--- src/rtl/ib_lut_bank_array.sv ---
// Multi-bank, multi-page LUT RAM for information-bottleneck node tables.
// Independent registered read ports plus a streaming page loader with hazard flags.
module ib_lut_bank_array #(
  parameter int DATA_W      = 3,
  parameter int BANK_NUM    = 2,
  parameter int PAGE_NUM    = 2,
  parameter int PAGE_ADDR_W = 4,
  parameter int READ_PORTS  = 4,
  localparam int BANK_W     = (BANK_NUM > 1) ? $clog2(BANK_NUM) : 1,
  localparam int PAGE_W     = (PAGE_NUM > 1) ? $clog2(PAGE_NUM) : 1
) (
  input  logic                              sys_clk,
  input  logic                              rst,
  input  logic [READ_PORTS-1:0]             rd_en,
  input  logic [READ_PORTS*BANK_W-1:0]      rd_bank,
  input  logic [READ_PORTS*PAGE_W-1:0]      rd_page,
  input  logic [READ_PORTS*PAGE_ADDR_W-1:0] rd_addr,
  output logic [READ_PORTS*DATA_W-1:0]      rd_data,
  output logic [READ_PORTS-1:0]             rd_valid,
  output logic [READ_PORTS-1:0]             rd_hazard,
  input  logic                              ld_start,
  input  logic [PAGE_W-1:0]                 ld_page,
  input  logic [DATA_W-1:0]                 ld_data,
  input  logic                              ld_valid,
  output logic                              ld_ready,
  output logic                              ld_busy,
  output logic                              ld_done,
  output logic                              ld_err
);

  localparam int DEPTH = 1 << PAGE_ADDR_W;
  localparam int WORDS = BANK_NUM * DEPTH;
  localparam int CNT_W = BANK_W + PAGE_ADDR_W + 1;
  localparam logic [CNT_W-1:0]  LAST_CNT = CNT_W'(WORDS - 1);
  localparam logic [BANK_W:0]   BANK_LIM = (BANK_W + 1)'(BANK_NUM);
  localparam logic [PAGE_W:0]   PAGE_LIM = (PAGE_W + 1)'(PAGE_NUM);

  typedef enum logic [1:0] {
    ST_IDLE,
    ST_LOAD,
    ST_DONE
  } ld_state_e;

  ld_state_e               state_q, state_d;
  logic [CNT_W-1:0]        cnt_q, cnt_d;
  logic [PAGE_W-1:0]       page_q, page_d;
  logic                    err_q, err_d;
  logic                    wr_en;
  logic [BANK_W-1:0]       wr_bank;
  logic [PAGE_ADDR_W-1:0]  wr_addr;

  logic [DATA_W-1:0] mem [BANK_NUM][PAGE_NUM][DEPTH];

  // Entry address is the low counter field, bank the field above it.
  always_comb begin
    wr_addr = cnt_q[PAGE_ADDR_W-1:0];
    wr_bank = cnt_q[PAGE_ADDR_W +: BANK_W];
  end

  always_comb begin
    state_d = state_q;
    cnt_d   = cnt_q;
    page_d  = page_q;
    err_d   = 1'b0;
    wr_en   = 1'b0;
    unique case (state_q)
      ST_IDLE: begin
        if (ld_start) begin
          if ({1'b0, ld_page} < PAGE_LIM) begin
            state_d = ST_LOAD;
            page_d  = ld_page;
            cnt_d   = '0;
          end else begin
            err_d = 1'b1;
          end
        end
      end
      ST_LOAD: begin
        err_d = ld_start;
        if (ld_valid) begin
          wr_en = 1'b1;
          cnt_d = cnt_q + CNT_W'(1);
          if (cnt_q == LAST_CNT) state_d = ST_DONE;
        end
      end
      ST_DONE: begin
        err_d   = ld_start;
        state_d = ST_IDLE;
      end
      default: state_d = ST_IDLE;
    endcase
  end

  always_ff @(posedge sys_clk or posedge rst) begin
    if (rst) begin
      state_q <= ST_IDLE;
      cnt_q   <= '0;
      page_q  <= '0;
      err_q   <= 1'b0;
    end else begin
      state_q <= state_d;
      cnt_q   <= cnt_d;
      page_q  <= page_d;
      err_q   <= err_d;
    end
  end

  // Storage is deliberately left out of reset.
  always_ff @(posedge sys_clk) begin
    if (wr_en) mem[wr_bank][page_q][wr_addr] <= ld_data;
  end

  always_comb begin
    ld_ready = (state_q == ST_LOAD);
    ld_busy  = (state_q != ST_IDLE);
    ld_done  = (state_q == ST_DONE);
    ld_err   = err_q;
  end

  for (genvar gi = 0; gi < READ_PORTS; gi++) begin : g_rd
    logic [BANK_W-1:0]      bank;
    logic [PAGE_W-1:0]      page;
    logic [PAGE_ADDR_W-1:0] addr;
    logic                   in_range;
    logic [DATA_W-1:0]      data_q, data_d;
    logic                   valid_q, hazard_q, hazard_d;

    always_comb begin
      bank     = rd_bank[gi*BANK_W +: BANK_W];
      page     = rd_page[gi*PAGE_W +: PAGE_W];
      addr     = rd_addr[gi*PAGE_ADDR_W +: PAGE_ADDR_W];
      in_range = ({1'b0, bank} < BANK_LIM) && ({1'b0, page} < PAGE_LIM);
    end

    // Memory is read pre-edge, so a same-cycle loader write shows up on the next read.
    always_comb begin
      data_d   = data_q;
      hazard_d = rd_en[gi] & ld_busy & in_range & (page == page_q);
      if (rd_en[gi]) data_d = in_range ? mem[bank][page][addr] : '0;
    end

    always_ff @(posedge sys_clk or posedge rst) begin
      if (rst) begin
        data_q   <= '0;
        valid_q  <= 1'b0;
        hazard_q <= 1'b0;
      end else begin
        data_q   <= data_d;
        valid_q  <= rd_en[gi];
        hazard_q <= hazard_d;
      end
    end

    always_comb begin
      rd_data[gi*DATA_W +: DATA_W] = data_q;
      rd_valid[gi]                 = valid_q;
      rd_hazard[gi]                = hazard_q;
    end
  end

endmodule

--- config.mk ---
export PLATFORM = sky130hd
export DESIGN_NAME = ib_lut_bank_array
export DESIGN_NICKNAME = d
export VERILOG_FILES = /design/src/rtl/ib_lut_bank_array.sv
export SDC_FILE = /design/constraint.sdc
export NUM_CORES = 1
export LEC_CHECK = 0
export CORE_MARGIN = 2
export CORE_UTILIZATION = 59
export DETAILED_ROUTE_END_ITERATION = 16
export HOLD_SLACK_MARGIN = 0.08
export PLACE_DENSITY = 0.87
export SYNTH_ARGS = -nofsm -noshare
export SYNTH_HDL_FRONTEND = slang
export SYNTH_SLANG_ARGS = --single-unit
--- constraint.sdc ---
create_clock -name sys_clk -period 2.7 [get_ports sys_clk]
set_input_delay 0.81 -clock sys_clk [delete_from_list [all_inputs] [get_ports sys_clk]]
set_output_delay 0.81 -clock sys_clk [all_outputs]
set_load 0.1 [all_outputs]
==> results.cfg <==
[setup_path]
cp_data_required_time_ns = 1.89
cp-start-kind = register
cp_max_fo = 6
cp-end-kind = primary output
slowest_delay_ns = 0.40
cp.arrival_ns = 1.69
cp_slowest_cell = dfrtp_1
crit_chain = inv_1 > ha_2 > inv_2 > buf_12
critPathKind = reg2out

[clock_network]
postCtsHoldBufs = 0
clock-root-buffer = clkbuf_16
cts_sinks = 222
clockBufferDepth = 3
cts_tree = built
h-tree-depth = 1
cts_setup_buffers = 0
clkLatencyLatePin_ns = 0.53
path_clk_slew_ns = 0.06
tritoncts.num_buffers = 23

[global_routing]
grt_pass1_vias = 10265
antenna_found_initial = 1
use_met2 = 0.542
grt_use_met1 = 0.482
use_met3 = 0.133
track_usage = 0.361
grt_pass1_wl_microns = 65300
grt_max_degree = 65
overflow = 0
top_usage_layer = met2

[sta]
slew_violations = 0
setup_violations = 0
skew_ns = 0.0156
slew_headroom = 0.435
max_freq_ghz = 0.399
tightest_slew_ns = 0.846
min_period_ns = 2.50
hold_viol_final = 0
rsz0062_at_grt = no
final.period_utilization = 0.927

[logic_synthesis]
synth_area_sq_um = 14000
synth_area_per_cell_sq_um = 14.2
synth_seq_area_share = 0.465
async_reset_ff_frac = 0.135
synth_seq_cells = 222
ys_warn_count = 0
synth.area.top_cells = edfxtp_1 (41%), mux4_2 (21%), mux2i_1 (11%)
synth_enable_flop_cells = 192
yosysTopAreaCell = edfxtp_1
synth_cells = 989
synth_top_area_frac = 0.412
synth_nets = 1032
synth.distinct_cells = 44
synth_ff_type = edfxtp_1

[routing]
via_count = 10491
antenna_left = 0
dr.pass1.iters = 6
wl_per_cell_microns = 30.8
drt_iter0_markers = 1492
via_per_inst = 7.34
wl_microns = 44000
drc_errors = 0

[finish]
layout_common_cells = edfxtp_1 (192), mux2i_1 (153), mux4_2 (133)
fin_cells = 1429
num-nets-final = 1137
postLayoutCoreUtil = 0.695
drive_above_1_share = 0.296
antenna_cells = 0
syn_to_final_growth_pct = 16.3
mostFrequentLayoutCell = edfxtp_1
stdcell_area_sq_um = 16300

[placement]
routabilityCongestion = 1.05
post_dp_cell_area_sq_um = 15500
io_buffers = 59
hpwlAfterDp_microns = 32800
place_inst = 1388

[power]
power_density_nw_per_um2 = 588
p_leak_nw = 5.89
ir_drop_uv = 817
p_total_mw = 9.57

[hold_path]
hold_class = reg2reg

[floorplan]
core-area_sq_um = 23400
pin_count = 60
start_util = 0.598
die-area_sq_um = 25000
die_w_microns = 158
die_h_microns = 158
num_rows = 56

[flow_run]
max_cap_violations = 0

[outcome]
status = finished, final reports clean
routing by layer:
layer	vias to the layer above	wire length, microns
li1	4238	-
met1	5101	15300
met4	2	2160
met2	968	19700
met3	182	6890
met5	-	13
cell families after synthesis:
group           Yosys count  share of synthesized area
compound gates          111                     0.0594
xor+xnor                  4                    0.00250
fa+ha+maj                 7                    0.00626
buf+inv                 101                     0.0353
flops                   222                      0.465
mux                     307                      0.352
simple gates            237                     0.0790
final timing paths:
kind,start,endpoint,slack [ns],depth (start not counted)
worst max-delay path,state_q[0]$_DFFE_PP0P_,ld_busy,0.20,4
worst min-delay path,g_rd[3].data_q[2]$_DFFE_PP0P_,g_rd[3].data_q[2]$_DFFE_PP0P_,0.54,1
worst max register to register,mem[1][39]$_DFFE_PP_,g_rd[3].data_q[0]$_DFFE_PP0P_,0.44,5
worst min register to register,g_rd[3].data_q[2]$_DFFE_PP0P_,g_rd[3].data_q[2]$_DFFE_PP0P_,0.54,1
max in group asynchronous,rst,cnt_q[5]$_DFFE_PP0P_,1.68,3
min in group asynchronous,rst,g_rd[2].data_q[2]$_DFFE_PP0P_,0.69,3
registers in the layout, indices dropped and copies added, names as in the netlist:
register	count
g_rd.valid_q	4
cnt_q	6
g_rd.hazard_q	4
ld_err	1
g_rd.data_q	12
state_q	2
mem	192
page_q	1
worst max-delay path: cells and delay by family, from the launching register on:
kind                     cells  cell delay [ns]
buffers and inverters        3             0.46
adder cells (fa/ha/maj)      1             0.32
flip-flops                   1             0.40
metrics by stage:
step                setup TNS [ns]  hold slack [ns]  worst slack, ns
global placement             -1.50            0.541           -0.253
finish                           0            0.541            0.196
detailed placement           -1.63            0.522           -0.240
floorplan                        0            0.516           0.0455
CTS                              0            0.535           0.0842
global route                     0            0.573            0.129
cells in the mapped netlist (7+ instances only):
cell	instances
buf_1	13
nand2b_1	8
nand2_1	40
mux2_2	10
buf_2	35
dfrtp_1	30
o221ai_1	7
mux2i_1	153
nand3_1	47
inv_1	10
buf_4	12
mux4_2	133
a31oi_1	8
a21oi_1	8
edfxtp_1	192
nor2b_1	20
clkbuf_1	26
ha_1	7
nor2_1	87
a22oi_1	57
mux4_1	11
nand4_1	18
area by class of cell:
| type | instances | area (sq um) |
|---|---|---|
| clock buffers | 28 | 614 |
| clock inverters | 13 | 128 |
| flip-flops and latches | 222 | 6520 |
| repair buffers | 170 | 1590 |
| well taps | 319 | 399 |
| multi-input cells | 666 | 6990 |
| fillers | 1564 | 7130 |
| inverters | 11 | 41.3 |
timing repair:
item / CTS / global route
gates resized for setup: 1 / 1
setup endpoints to repair: 1 / 1
pin swaps: 0 / 0
report_power, final:
group          total, mW  internal, mW  switching (mW)
Sequential          3.96          3.84           0.124
Clock               3.16          1.82            1.35
Combinational       2.45         0.855            1.59
Total               9.57          6.51            3.06
No activity file was read; power rests on OpenSTA's default activity.
